===== src/rtl/dmem_arbiter_if.sv =====
// dmem_arbiter_if: core-side load/store bus plus the single-RAM port of the
// shared data-memory arbiter.
//   slave  : arbiter view (receives core requests, drives the RAM port)
//   master : environment view (cores issuing requests, RAM returning data)
interface dmem_arbiter_if #(
    parameter int NCORES = 4,
    parameter int AW     = 16,
    parameter int DW     = 16
);
    // Core side: requests in, grant/completion/read data out
    logic [NCORES-1:0]    req;
    logic [NCORES-1:0]    we;
    logic [NCORES*AW-1:0] addr;
    logic [NCORES*DW-1:0] wdata;
    logic [NCORES-1:0]    gnt;
    logic [NCORES-1:0]    done;
    logic [DW-1:0]        rdata;
    logic                 busy;

    // RAM side: one synchronous port, read data one cycle after mem_en
    logic                 mem_en;
    logic                 mem_we;
    logic [AW-1:0]        mem_addr;
    logic [DW-1:0]        mem_wdata;
    logic [DW-1:0]        mem_rdata;

    modport slave (
        input  req, we, addr, wdata, mem_rdata,
        output gnt, done, rdata, busy, mem_en, mem_we, mem_addr, mem_wdata
    );

    modport master (
        output req, we, addr, wdata, mem_rdata,
        input  gnt, done, rdata, busy, mem_en, mem_we, mem_addr, mem_wdata
    );
endinterface


===== src/rtl/dmem_arbiter.sv =====
// dmem_arbiter: grants one core at a time access to the shared synchronous
// data RAM. Each transaction runs IDLE -> ACCESS -> WAIT -> DONE -> IDLE:
// the winner's we/addr/wdata are captured at grant, the RAM is strobed for
// one cycle, read data is captured in WAIT and returned with a one-cycle
// done pulse. Grant stays high for the whole transaction.
//
// Compile-time option:
//   DMEM_ARB_FIXED_PRIO_EN defined   -> fixed priority, lowest index wins,
//                                       no round-robin pointer.
//   DMEM_ARB_FIXED_PRIO_EN undefined -> round-robin starting after the most
//                                       recent winner (core 0 first after reset).
module dmem_arbiter #(
    parameter int NCORES = 4,
    parameter int AW     = 16,
    parameter int DW     = 16
) (
    input  logic           clk,
    input  logic           RSTN,
    dmem_arbiter_if.slave  bus
);

    localparam int IW = (NCORES > 1) ? $clog2(NCORES) : 1;

    typedef enum logic [1:0] {
        ST_IDLE   = 2'd0,
        ST_ACCESS = 2'd1,
        ST_WAIT   = 2'd2,
        ST_DONE   = 2'd3
    } state_e;

    state_e            state_q, state_d;

    // Winner and its captured request; the captured fields double as the
    // RAM port registers so they hold their value outside ACCESS.
    logic [IW-1:0]     win_q,       win_d;
    logic              mem_we_q,    mem_we_d;
    logic [AW-1:0]     mem_addr_q,  mem_addr_d;
    logic [DW-1:0]     mem_wdata_q, mem_wdata_d;
    logic [DW-1:0]     rdata_q,     rdata_d;

    // Arbitration result for the current request vector
    logic              pick_vld;
    logic [IW-1:0]     pick_idx;
    logic              grant;

    // Decoded outputs
    logic [NCORES-1:0] gnt_o;
    logic [NCORES-1:0] done_o;
    logic              mem_en_o;
    logic              busy_o;

`ifdef DMEM_ARB_FIXED_PRIO_EN

    // Fixed priority: scan from the top so the lowest requesting index wins
    always_comb begin
        pick_vld = 1'b0;
        pick_idx = '0;
        for (int i = NCORES - 1; i >= 0; i--) begin
            if (bus.req[i]) begin
                pick_vld = 1'b1;
                pick_idx = IW'(i);
            end
        end
    end

`else

    logic [IW-1:0]     last_q, last_d;
    logic [IW-1:0]     cand;

    // Round-robin: scan offsets NCORES..1 after last so offset 1 (nearest) wins
    always_comb begin
        pick_vld = 1'b0;
        pick_idx = '0;
        cand     = '0;
        for (int i = NCORES; i >= 1; i--) begin
            cand = IW'((int'(last_q) + i) % NCORES);
            if (bus.req[cand]) begin
                pick_vld = 1'b1;
                pick_idx = cand;
            end
        end
    end

    // Pointer follows the most recent winner, updated on every grant
    always_comb begin
        last_d = last_q;
        if (grant) begin
            last_d = pick_idx;
        end
    end

    // Pointer register; reset value makes core 0 the first winner
    always_ff @(posedge clk or negedge RSTN) begin
        if (!RSTN) begin
            last_q <= IW'(NCORES - 1);
        end else begin
            last_q <= last_d;
        end
    end

`endif

    // A grant is only decided from IDLE; other states ignore req
    assign grant = (state_q == ST_IDLE) && pick_vld;

    // FSM state register
    always_ff @(posedge clk or negedge RSTN) begin
        if (!RSTN) begin
            state_q <= ST_IDLE;
        end else begin
            state_q <= state_d;
        end
    end

    // FSM next state: fixed four-cycle walk once a grant is made
    always_comb begin
        state_d = state_q;
        unique case (state_q)
            ST_IDLE:   if (grant) state_d = ST_ACCESS;
            ST_ACCESS: state_d = ST_WAIT;
            ST_WAIT:   state_d = ST_DONE;
            ST_DONE:   state_d = ST_IDLE;
            default:   state_d = ST_IDLE;
        endcase
    end

    // FSM outputs: grant held ACCESS..DONE, RAM strobe in ACCESS, done in DONE
    always_comb begin
        gnt_o    = '0;
        done_o   = '0;
        mem_en_o = 1'b0;
        busy_o   = 1'b0;
        unique case (state_q)
            ST_IDLE: begin
                busy_o = 1'b0;
            end
            ST_ACCESS: begin
                gnt_o[win_q] = 1'b1;
                mem_en_o     = 1'b1;
                busy_o       = 1'b1;
            end
            ST_WAIT: begin
                gnt_o[win_q] = 1'b1;
                busy_o       = 1'b1;
            end
            ST_DONE: begin
                gnt_o[win_q]  = 1'b1;
                done_o[win_q] = 1'b1;
                busy_o        = 1'b1;
            end
            default: begin
                busy_o = 1'b0;
            end
        endcase
    end

    // Datapath next state: capture winner's request at grant, read data in WAIT
    always_comb begin
        win_d       = win_q;
        mem_we_d    = mem_we_q;
        mem_addr_d  = mem_addr_q;
        mem_wdata_d = mem_wdata_q;
        rdata_d     = rdata_q;
        if (grant) begin
            win_d       = pick_idx;
            mem_we_d    = bus.we[pick_idx];
            mem_addr_d  = bus.addr[int'(pick_idx) * AW +: AW];
            mem_wdata_d = bus.wdata[int'(pick_idx) * DW +: DW];
        end
        // Writes leave the last read value in place
        if ((state_q == ST_WAIT) && !mem_we_q) begin
            rdata_d = bus.mem_rdata;
        end
    end

    // Datapath registers; reset clears them so the RAM port idles at zero
    always_ff @(posedge clk or negedge RSTN) begin
        if (!RSTN) begin
            win_q       <= '0;
            mem_we_q    <= 1'b0;
            mem_addr_q  <= '0;
            mem_wdata_q <= '0;
            rdata_q     <= '0;
        end else begin
            win_q       <= win_d;
            mem_we_q    <= mem_we_d;
            mem_addr_q  <= mem_addr_d;
            mem_wdata_q <= mem_wdata_d;
            rdata_q     <= rdata_d;
        end
    end

    assign bus.gnt       = gnt_o;
    assign bus.done      = done_o;
    assign bus.busy      = busy_o;
    assign bus.rdata     = rdata_q;
    assign bus.mem_en    = mem_en_o;
    assign bus.mem_we    = mem_we_q;
    assign bus.mem_addr  = mem_addr_q;
    assign bus.mem_wdata = mem_wdata_q;

    // Structural invariants: at most one grant, completion only to the grantee
    a_gnt_onehot: assert property (@(posedge clk) disable iff (!RSTN)
        $onehot0(gnt_o));
    a_done_granted: assert property (@(posedge clk) disable iff (!RSTN)
        ((done_o & ~gnt_o) == '0));

endmodule


===== src/flat_wrapper.sv =====
// flat-port wrapper written by rule: the top's interface ports become plain ports
module dmem_arbiter_flat 
#(
    parameter int NCORES = 4,
    parameter int AW     = 16,
    parameter int DW     = 16
)
  (clk, RSTN, bus_req, bus_we, bus_addr, bus_wdata, bus_mem_rdata, bus_gnt, bus_done, bus_rdata, bus_busy, bus_mem_en, bus_mem_we, bus_mem_addr, bus_mem_wdata);
  dmem_arbiter_if #(.NCORES(NCORES), .AW(AW), .DW(DW)) bus_i ();
  input  logic clk;
  input  logic RSTN;
  input wire logic [$bits(bus_i.req)-1:0] bus_req;
  input wire logic [$bits(bus_i.we)-1:0] bus_we;
  input wire logic [$bits(bus_i.addr)-1:0] bus_addr;
  input wire logic [$bits(bus_i.wdata)-1:0] bus_wdata;
  input wire logic [$bits(bus_i.mem_rdata)-1:0] bus_mem_rdata;
  output wire logic [$bits(bus_i.gnt)-1:0] bus_gnt;
  output wire logic [$bits(bus_i.done)-1:0] bus_done;
  output wire logic [$bits(bus_i.rdata)-1:0] bus_rdata;
  output wire logic [$bits(bus_i.busy)-1:0] bus_busy;
  output wire logic [$bits(bus_i.mem_en)-1:0] bus_mem_en;
  output wire logic [$bits(bus_i.mem_we)-1:0] bus_mem_we;
  output wire logic [$bits(bus_i.mem_addr)-1:0] bus_mem_addr;
  output wire logic [$bits(bus_i.mem_wdata)-1:0] bus_mem_wdata;
  assign bus_i.req = bus_req;
  assign bus_i.we = bus_we;
  assign bus_i.addr = bus_addr;
  assign bus_i.wdata = bus_wdata;
  assign bus_i.mem_rdata = bus_mem_rdata;
  assign bus_gnt = bus_i.gnt;
  assign bus_done = bus_i.done;
  assign bus_rdata = bus_i.rdata;
  assign bus_busy = bus_i.busy;
  assign bus_mem_en = bus_i.mem_en;
  assign bus_mem_we = bus_i.mem_we;
  assign bus_mem_addr = bus_i.mem_addr;
  assign bus_mem_wdata = bus_i.mem_wdata;
  dmem_arbiter #(.NCORES(NCORES), .AW(AW), .DW(DW)) u_core (.clk(clk), .RSTN(RSTN), .bus(bus_i));
endmodule

===== config.mk =====
export PLATFORM = sky130hd
export DESIGN_NAME = dmem_arbiter_flat
export DESIGN_NICKNAME = d
export VERILOG_FILES = /design/src/rtl/dmem_arbiter_if.sv /design/src/rtl/dmem_arbiter.sv /design/src/flat_wrapper.sv
export SDC_FILE = /design/constraint.sdc
export NUM_CORES = 1
export LEC_CHECK = 0
export BUFFER_PORTS_ARGS = -buffer_cell sky130_fd_sc_hd__clkbuf_2
export CAP_MARGIN = 10
export CORE_UTILIZATION = 38
export DETAILED_ROUTE_END_ITERATION = 10
export PLACE_DENSITY = 0.77
export SKIP_CTS_REPAIR_TIMING = 1
export SYNTH_ARGS = -nofsm -noshare
export SYNTH_HDL_FRONTEND = slang
export SYNTH_SLANG_ARGS = --single-unit

===== constraint.sdc =====
create_clock -name clk -period 1.7 [get_ports clk]
set_input_delay 0.17 -clock clk [delete_from_list [all_inputs] [get_ports clk]]
set_output_delay 0.17 -clock clk [all_outputs]
set_load 0.005 [all_outputs]

==> impl_metrics.yaml <==
die:
  design.core.area_mm2: 0.008175
  io_pins: 213
  die_area_mm2: 0.008794
  floorplan.die.height_um: 93.78
  die_w_um: 93.78
  start_util_pct: 39.15
  rows: 33
place:
  place.detailed.hpwl_um: 7027
  place.port_buffers: 212
  place.gp.congestion: 0.8323
worst_setup_path:
  critPathRequiredTime_ns: 1.89
  cp_data_arrival_time_ns: 2.00
  cp_max_fo: 17
  cp-start-kind: "flop"
  worst-setup-path-type: "flop to flop"
  rr_worst_depth: 7
  endpoint_kind: "flop"
power:
  p_per_area_mw_per_mm2: 1629
  ir_worst_vdd_uv: 841.9
  p_leak_nw: 2.541
  p_total_mw: 7.845
clock_tree:
  htreeDepth: 2
  clk_pin_slew_ns: 0.11
  numCtsBuffers: 5
  clock-root-buffer: "clkbuf_8"
  cts_tree: "yes"
  clock_latency_ns: 0.30
  cts_sinks: 55
  cts_buffer_depth: 2
synthesis:
  synthFlopType: "dfrtp_1"
  synthCells: 269
  synthArstFlopShare_pct: 100.0
  syn_area_mm2: 0.003201
  yosysTopAreaCell: "dfrtp_1"
  post-synth-top-count-cell: "mux2i_1"
  synth_area_leaders: "dfrtp_1, mux2i_1, o221ai_2"
  ys_seq_area_share_pct: 43.08
  synth_edf_count: 0
  syn_nets: 428
  yosysTopAreaCellShare_pct: 41.44
  synth_seq_cells: 55
  synth_common_cells: "mux2i_1, dfrtp_1, nand2_1"
  synth_cell_types: 29
  syn_area_per_cell_um2: 11.90
  yosysWarnings: 0
finish:
  drive_gt1_share_pct: 61.57
  fillers: 690
  nets: 655
  synthToLayoutAreaGrowth_pct: 50.51
  num_antenna_cells: 0
drt:
  viasPerCell: 5.115
  wirelength_um: 8980
  num_vias: 3079
  avgRoutedWirePerCell_um: 14.92
  ant_nets: 0
  dr.pass1.iters: 6
  drt-initial-drc-count: 61
  drc_errors: 0
status:
  violations: "setup timing"
  status: "finished with violations"
timing:
  rsz0062_at_grt: "true"
  setup_viol: 33
  tightest_slew_ns: 0.4030
  drv_slew: 0
  period_needed_ns: 1.810
  setup_tns_ns: -2.147
  hold_viol: 0
  final.period_utilization_pct: 106.5
  maxSlewHeadroom_pct: 73.13
  worst_slack_ns: -0.1099
  fin_skew_ns: 0.008345
  max_freq_ghz: 0.5525
global_routing:
  overflow: 0
  grt_pass1_wl_um: 13500
  use_met2_pct: 37.29
  use_met3_pct: 3.803
  grt_pass1_vias: 3029
  grt_busiest_layer: "met2"
  grtUsageMet1_pct: 21.32
  grt_max_degree: 56
  grt_antenna_before_repair: 0
  track_usage_pct: 19.39
worst_hold_path:
  hold_depth: 2
  min_path_type: "input pin to flop"
run:
  cap_violations: 0
==> kinds of logic (layout without fill, tap and decap cells) <==
logic type	Yosys count	in the layout	share of synthesized area (%)
flops	55	55	43.08
mux	82	82	26.27
compound gates	42	42	14.58
buf+inv	24	252	4.769
fa+ha+maj	5	5	1.955
simple gates	61	61	9.343
==> area by class of cell <==
cell class	count	area, µm²	share of cell area [%]
Inverter	4	15.01	0.3117
Timing Repair Buffer	240	1415	29.38
Multi-Input combinational cell	190	1782	36.99
Tap cell	105	131.4	2.727
Clock buffer	5	68.82	1.429
Clock inverter	3	26.28	0.5455
Sequential cell	55	1379	28.62
==> flip-flops by register name, summed over array words and instances, names as in the netlist <==
signal	count
u_core.bus.mem_wdata	16
u_core.bus.mem_addr	16
u_core.last_q	2
u_core.win_q	2
u_core.state_q	2
u_core.bus.rdata	16
u_core.bus.mem_we	1
==> placed cells by master (no fill, tap or decap), types with 8 or more instances in the layout <==
master | synthesis | layout
mux2_2 | 16 | 16
o221ai_2 | 20 | 20
buf_4 | 2 | 15
buf_12 | 0 | 11
o221ai_1 | 14 | 14
mux2i_1 | 66 | 53
dfrtp_1 | 53 | 53
mux2i_2 | 0 | 8
nand2_1 | 38 | 37
clkbuf_2 | 0 | 212
==> critical path, stage by stage, from the launching register on <==
cell and delay (ns):
dfstp_2 0.55, nand2b_4 0.12, a21oi_2 0.06, nor3_4 0.23, buf_4 0.18, buf_12 0.17
mux2i_2 0.25, o221ai_2 0.12
==> path summary, 6_finish.rpt <==
check,from,end,slack [ns]
setup / recovery,u_core.last_q[0],u_core.bus.mem_wdata[5],-0.11
hold / removal,bus_mem_rdata[4],u_core.bus.rdata[4],0.08
setup reg to reg,u_core.last_q[0],u_core.bus.mem_wdata[5],-0.11
hold reg to reg,u_core.bus.mem_addr[2],u_core.bus.mem_addr[2],0.50
max in group asynchronous,RSTN,u_core.last_q[0],1.00
min in group asynchronous,RSTN,u_core.bus.rdata[14],0.38
==> through the flow <==
stage | instances | utilization, % | setup WS [ns] | hold WS [ns] | cell area, µm²
finish | 602 | 58.92 | -0.1099 | 0.08314 | 4817
global route | 602 | 58.92 | -0.1962 | 0.07547 | 4817
CTS | 597 | 57.18 | -0.1234 | -0.1567 | 4674
detailed placement | 589 | 56.01 | -0.1037 | 0.1974 | 4579
global placement | 589 | 56.01 | -0.06643 | 0.1920 | 4579
floorplan | 269 | - | 0.008020 | -0.1256 | 3219
==> where the power goes <==
group	internal [mW]	total, mW	switching (mW)
Clock	0.304	0.761	0.456
Combinational	2.53	4.67	2.14
Sequential	2.00	2.41	0.411
==> per-layer routing <==
layer	routed length, µm	part of all wire, %
met5	0	0
met3	593	6.6
met2	4874	54
met1	3416	38
met4	97	1.1
No activity file was read; power rests on OpenSTA's default activity.
